--- src/rtl/serial_borrow_subtractor.sv ---
// Chunk-serial subtractor: diff = a - b - bin, CHUNK bits per clock, with the borrow carried in a register.
// Optional signed-overflow flag is built only when SUB_SIGNED_OVF_EN is defined.
module serial_borrow_subtractor #(
   parameter int N     = 32,
   parameter int CHUNK = 8
) (
   input  logic         clk,
   input  logic         rst_n,
   input  logic         in_valid,
   output logic         in_ready,
   input  logic [N-1:0] a,
   input  logic [N-1:0] b,
   input  logic         bin,
   output logic         out_valid,
   input  logic         out_ready,
   output logic [N-1:0] diff,
   output logic         bout,
   output logic         overflow
);

   localparam int NCHUNK = N / CHUNK;
   localparam int CW     = (NCHUNK > 1) ? $clog2(NCHUNK) : 1;

   typedef enum logic [1:0] {IDLE, RUN, DONE} state_t;

   state_t          state_q, state_d;
   logic [N-1:0]    a_sh_q, a_sh_d;
   logic [N-1:0]    b_sh_q, b_sh_d;
   logic [N-1:0]    res_q, res_d;
   logic [N-1:0]    diff_q, diff_d;
   logic            borrow_q, borrow_d;
   logic            bout_q, bout_d;
   logic [CW-1:0]   cnt_q, cnt_d;
   logic [CHUNK:0]  step;
   logic [N-1:0]    res_next;

   // Top bit of the (CHUNK+1)-bit difference is the chunk's borrow out.
   function automatic logic [CHUNK:0] sub_chunk(input logic [CHUNK-1:0] x,
                                                input logic [CHUNK-1:0] y,
                                                input logic             bi);
      return {1'b0, x} - {1'b0, y} - {{CHUNK{1'b0}}, bi};
   endfunction

   assign step     = sub_chunk(a_sh_q[CHUNK-1:0], b_sh_q[CHUNK-1:0], borrow_q);
   assign res_next = (res_q >> CHUNK) | (N'(step[CHUNK-1:0]) << (N - CHUNK));

`ifdef SUB_SIGNED_OVF_EN
   logic a_sign_q, a_sign_d;
   logic b_sign_q, b_sign_d;
   logic ovf_q, ovf_d;
`endif

   always_comb begin
      state_d  = state_q;
      a_sh_d   = a_sh_q;
      b_sh_d   = b_sh_q;
      res_d    = res_q;
      diff_d   = diff_q;
      borrow_d = borrow_q;
      bout_d   = bout_q;
      cnt_d    = cnt_q;
`ifdef SUB_SIGNED_OVF_EN
      a_sign_d = a_sign_q;
      b_sign_d = b_sign_q;
      ovf_d    = ovf_q;
`endif
      case (state_q)
         IDLE: begin
            if (in_valid) begin
               a_sh_d   = a;
               b_sh_d   = b;
               borrow_d = bin;
               cnt_d    = '0;
`ifdef SUB_SIGNED_OVF_EN
               a_sign_d = a[N-1];
               b_sign_d = b[N-1];
`endif
               state_d  = RUN;
            end
         end
         RUN: begin
            a_sh_d   = a_sh_q >> CHUNK;
            b_sh_d   = b_sh_q >> CHUNK;
            res_d    = res_next;
            borrow_d = step[CHUNK];
            cnt_d    = cnt_q + 1'b1;
            if (cnt_q == CW'(NCHUNK - 1)) begin
               diff_d  = res_next;
               bout_d  = step[CHUNK];
`ifdef SUB_SIGNED_OVF_EN
               ovf_d   = (a_sign_q != b_sign_q) & (res_next[N-1] != a_sign_q);
`endif
               state_d = DONE;
            end
         end
         DONE: begin
            if (out_ready) state_d = IDLE;
         end
         default: state_d = IDLE;
      endcase
   end

   always_ff @(posedge clk or negedge rst_n) begin
      if (!rst_n) begin
         state_q  <= IDLE;
         a_sh_q   <= '0;
         b_sh_q   <= '0;
         res_q    <= '0;
         diff_q   <= '0;
         borrow_q <= 1'b0;
         bout_q   <= 1'b0;
         cnt_q    <= '0;
      end else begin
         state_q  <= state_d;
         a_sh_q   <= a_sh_d;
         b_sh_q   <= b_sh_d;
         res_q    <= res_d;
         diff_q   <= diff_d;
         borrow_q <= borrow_d;
         bout_q   <= bout_d;
         cnt_q    <= cnt_d;
      end
   end

`ifdef SUB_SIGNED_OVF_EN
   always_ff @(posedge clk or negedge rst_n) begin
      if (!rst_n) begin
         a_sign_q <= 1'b0;
         b_sign_q <= 1'b0;
         ovf_q    <= 1'b0;
      end else begin
         a_sign_q <= a_sign_d;
         b_sign_q <= b_sign_d;
         ovf_q    <= ovf_d;
      end
   end
   assign overflow = ovf_q;
`else
   assign overflow = 1'b0;
`endif

   assign in_ready  = (state_q == IDLE);
   assign out_valid = (state_q == DONE);
   assign diff      = diff_q;
   assign bout      = bout_q;

endmodule

--- config.mk ---
export PLATFORM = sky130hd
export DESIGN_NAME = serial_borrow_subtractor
export DESIGN_NICKNAME = d
export VERILOG_FILES = /design/src/rtl/serial_borrow_subtractor.sv
export SDC_FILE = /design/constraint.sdc
export NUM_CORES = 1
export LEC_CHECK = 0
export CAP_MARGIN = 20
export CORE_ASPECT_RATIO = 1.75
export CORE_MARGIN = 3
export CORE_UTILIZATION = 53
export DETAILED_ROUTE_END_ITERATION = 7
export PLACE_DENSITY = 0.88
export SYNTH_ARGS = -nofsm -noshare
export SYNTH_HDL_FRONTEND = slang
export SYNTH_SLANG_ARGS = --single-unit
--- constraint.sdc ---
create_clock -name clk -period 3.44 [get_ports clk]
set_input_delay 0.516 -clock clk [delete_from_list [all_inputs] [get_ports clk]]
set_output_delay 0.516 -clock clk [all_outputs]
set_load 0.02 [all_outputs]
---- Yosys cells after proc, flatten, opt, wreduce, memory -nomap -nowiden ----
Index checks and enable logic that the tools add are counted.
cells by class
  add/sub/neg operators ................... 3
  eq/ne operators ......................... 6
  multiplexer cells ....................... 12
  bitwise operators ....................... 1
  reduce and logical (&&, ||, !) cells .... 5
operators by type and width
  cell                 count
  $pmux 32 s2          2
  $mux 32              2
  $or 24x32->32        1
  $sub 8x8->9          1
  $sub 9x1->9          1
  $mux 2               4
  $pmux 2 s3           1
  $eq 2x2->1 const B   2
  $ne 2x2->1 const B   2
  $pmux 2 s2           1
  $reduce_and 2->1     2
  $reduce_and 3->1     1
  $add 2x1->2 const B  1
  $eq 2x1->1 const B   1
  $logic_not 2->1      1
  $ne 2x1->1 const B   1
  $pmux 1 s2           1
  $reduce_bool 2->1    1
  $mux 1               1
storage, ports and cells
  flip-flop bits (word level) ............. 134
  word-level logic and storage cells ...... 35

---- Longest topological paths before layout ----
  depth in word-level cells ............... 3
  mapped depth ............................ 10
  gate-level depth less buffers ........... 10

---- Worst setup path before layout ----
OpenSTA, ideal clock, no wires.
  path type ............................... register to register
  start point ............................. reg a_sh_q[0]
  end point ............................... reg bout_q (netlist: bout)
  library setup time ...................... 0.124 ns
  arrival ................................. 2.630 ns
  data required time ...................... 3.316 ns
  setup slack ............................. 0.686 ns
  stages on the path, launching flop included .. 10
  path buffers ............................ 0
  clock period less this slack ............ 2.754 ns
  cells stage by stage .................... dfrtp_1 > fa_1 > inv_1 > ha_1 > or2_2 > fa_1 > nor3b_2 > o211ai_1 > and3_1 > o31a_1
between the ends
  longest elaborated chain between the ends .. 2
RTL lines
  what                      line  RTL
  start: declaration        27    logic [N-1:0] a_sh_q, a_sh_d;
  start signal: assignment  115   a_sh_q <= a_sh_d;
  $sub 8x8->9               41    return {1'b0, x} - {1'b0, y} - {{CHUNK{1'b0}}, bi};
  $sub 9x1->9               41
  end signal: assignment    120   bout_q <= bout_d;
  end: declaration          32    logic bout_q, bout_d;
No other way between the ends.
A chain may end at the register's enable or synchronous reset.

---- Worst setup path in the final report ----
Ends and elaborated chain as after synthesis.

==> results_dict.tcl <==
set metrics [dict create \
    die_width_um 86.4 \
    worst_ep_required_time_ns 3.74 \
    whs_ns 0.173 \
    h-tree-depth 4 \
    die_area_um2 12700 \
    synth_cell_types 44 \
    slew_viol_final 0 \
    final_util_pct 70.3 \
    clock-sinks 126 \
    grtUsageTotal_pct 23.6 \
    syn_inst 565 \
    crit_type "reg -> reg" \
    tns_ns 0 \
    overflow 0 \
    synth_nets 651 \
    coreArea_um2 10900 \
    hold_viol_final 0 \
    cts_buffers 17 \
    cts-root-buf "clkbuf_16" \
    crit_path_max_fanout 4 \
    ff2ff_setup_slack_ns 0.43 \
    period_share_pct 87.5 \
    syn_area_per_cell_um2 10.6 \
    ys_top_cells_by_area "dfrtp_1 (53%), a22oi_1 (6.1%), mux2_4 (6.0%)" \
    worstPathArrival_ns 3.31 \
    hold_class "in -> async" \
    grt_max_degree 69 \
    fin_skew_ns 0.00572 \
    rows 50 \
    die_h_um 147 \
    crit_top_cell "fa_1" \
    vias 4710 \
    gp_congestion 0.858 \
    powerDensity_nw_per_um2 1040 \
    ctsResizeCount 0 \
    multiInputGateArea_um2 2550 \
    ys_warn_count 0 \
    p_leak_nw 3.47 \
    ff2ff_path_depth 9 \
    post_cts_buffers 0 \
    grt_setup_unrepaired "no" \
    area_growth_pct 27.7 \
    antenna_cells 0 \
    first_pass_iters 5 \
    clk_pin_slew_ns 0.06 \
    cap_violations 0 \
    slowest_delay_ns 0.58 \
    cp_slowest_cell "fa_1" \
    wirelength_um 14100 \
    cp-start-kind "flip-flop" \
    clk_latency_ns 0.41 \
    ios 105 \
    grt_pass1_vias 4831 \
    r2r-start "a_sh_q[0]" \
    synth.cell_area_um2 5990 \
    ant_nets 0 \
    hold_buffers 0 \
    ys_seq_area_share_pct 52.6 \
    vdd_ir_drop_max_v 0.000709 \
    worstMarginPinSlew_ns 0.771 \
    cp_cell_sequence "fa_1, inv_1, ha_1, or2_2, fa_1, nor3b_2, o211ai_1, and3_1, o31a_1" \
    portBuffers 103 \
    setup_viol 0 \
    grt_pass1_wl_um 23600 \
    fillers 764 \
    max_slew_margin_pct 48.6 \
    period_needed_ns 3.01 \
    start_util_pct 55.0 \
    drtIter0Drc 223 \
    status "finished, final reports clean" \
    clock_path_buffers 2 \
    grt_antenna_before_repair 0 \
    hpwl_um 9550 \
    crit_path_end_kind "flip-flop" \
    drcViolationCount 0 \
    synth-seq-cells 126 \
    cts_tree "built" \
    synth_top_cell_area_share_pct 52.6 \
    post_drt_wl_per_cell_um 17.6 \
    viasPerCell 5.89 \
    drive_above_1_share_pct 11.5 \
    num-nets-final 742 \
    synth_top_area_cell "dfrtp_1" \
    fmax_ghz 0.332 \
    rr_endpoint "bout" \
    seqCellArea_um2 3150 \
]
## per-stage QoR
| step | worst slack, ns | instance area, µm² | power [mW] | std cells |
|---|---|---|---|---|
| final | 0.431 | 7650 | 7.95 | 799 |
| after global routing | 0.333 | 7650 | 8.52 | 799 |
| after CTS | 0.445 | 7650 | 7.97 | 799 |
| after detailed placement | 0.506 | 7080 | 6.22 | 767 |
| after global placement | 0.598 | 7080 | 5.99 | 767 |
| after floorplan | 0.686 | 5990 | 5.10 | 565 |
## how the worst max path moves through the flow
stage	from	end	slack, ns	depth (start not counted)
detailed placement	a_sh_q[0]	bout	0.51	9
floorplan	a_sh_q[0]	bout	0.69	9
global placement	a_sh_q[0]	bout	0.60	9
CTS	a_sh_q[0]	bout	0.44	9
finish	a_sh_q[0]	bout	0.43	9
global route	b_sh_q[0]	bout	0.33	10
## routing by layer
layer	track usage, %	part of all wire (%)
met3	6.49	6.3
met1	28.0	38
met5	0	0
met4	11.3	4.0
met2	38.8	52
## report_power, final
part           leakage [nW]  switching [mW]  internal [mW]
Combinational          1.59            1.94           1.66
Clock                 0.271           0.635           1.07
Sequential             1.61           0.496           2.14
## synth_stat cells
cell / n
a21o_2: 1
a21oi_1: 43
clkbuf_1: 21
buf_4: 3
and3_1: 1
o211ai_1: 2
nor3_1: 3
o21ai_1: 12
nand2b_1: 4
xor2_1: 1
buf_6: 3
nor3b_2: 1
a2111oi_2: 1
nand4_1: 1
o31ai_1: 2
o21ai_2: 1
a2bb2oi_1: 8
nand3b_1: 1
nand2_1: 67
inv_1: 22
mux2i_1: 1
nor2_1: 8
o31a_1: 1
o21bai_1: 1
a2111o_1: 1
nor4b_2: 1
mux2_1: 1
or2_2: 1
a211oi_1: 1
xnor2_1: 5
a22oi_1: 49
ha_1: 15
a22o_1: 17
nand3_1: 1
o21a_1: 1
fa_1: 2
o21ai_0: 51
buf_2: 15
dfrtp_1: 126
nor2b_1: 42
mux2_4: 24
conb_1: 1
nand2_2: 1
and2b_1: 1
## cells by family (layout without fill, tap and decap cells)
| family | after synthesis | after routing | synth area share (%) |
|---|---|---|---|
| compound gates | 192 | 192 | 20.4 |
| simple gates | 133 | 133 | 11.0 |
| flops | 126 | 126 | 52.6 |
| buf+inv | 64 | 168 | 4.89 |
| mux | 26 | 26 | 6.37 |
| fa+ha+maj | 17 | 17 | 3.80 |
| xor+xnor | 6 | 6 | 0.877 |
| other cells | 1 | 1 | 0.0626 |
## critical path: cells and delay by family, from the launching register on
kind,cells,cell delay (ns)
adder cells (fa/ha/maj),3,1.21
AND/OR/NAND/NOR,3,0.73
AO/OA/AOI/OAI,2,0.47
flip-flops,1,0.43
buffers and inverters,1,0.05
## sequential cells by signal (all words and copies together), names as in the netlist
signal and cells:
a_sh_q 32, b_sh_q 32, borrow_q 1, bout 1
cnt_q 2, diff 32, res_q 24, state_q 2
## cells in the final DEF (no fill, tap or decap), types with 2 or more instances in the layout
cell             synthesis  layout
buf_4                    3      10
clkdlybuf4s50_1          0     101
ha_1                    15      15
clkinvlp_4               0       4
clkinv_2                 0       6
o211ai_1                 2       2
clkbuf_16                0      17
nand2b_1                 4       4
o31ai_1                  2       2
a2bb2oi_1                8       8
o21ai_1                 12      12
xnor2_1                  5       5
a22oi_1                 49      49
clkbuf_1                21       2
nor3_1                   3       3
mux2_4                  24      24
o21ai_0                 51      51
nor2b_1                 42      41
nor2_1                   8       8
inv_1                   22      22
buf_12                   0       2
bufinv_16                0       2
nand2_1                 67      67
a22o_1                  17      17
fa_1                     2       2
a21oi_1                 43      43
dfrtp_1                126     125
## cell type report
| cell class | instances | area share (%) |
|---|---|---|
| Multi-Input combinational cell | 375 | 33.4 |
| Clock inverter | 12 | 1.57 |
| Timing Repair Buffer | 114 | 14.8 |
| Sequential cell | 126 | 41.2 |
| Clock buffer | 20 | 5.84 |
| Tap cell | 130 | 2.13 |
| Inverter | 22 | 1.08 |
Power figures use the tool's default switching activity.
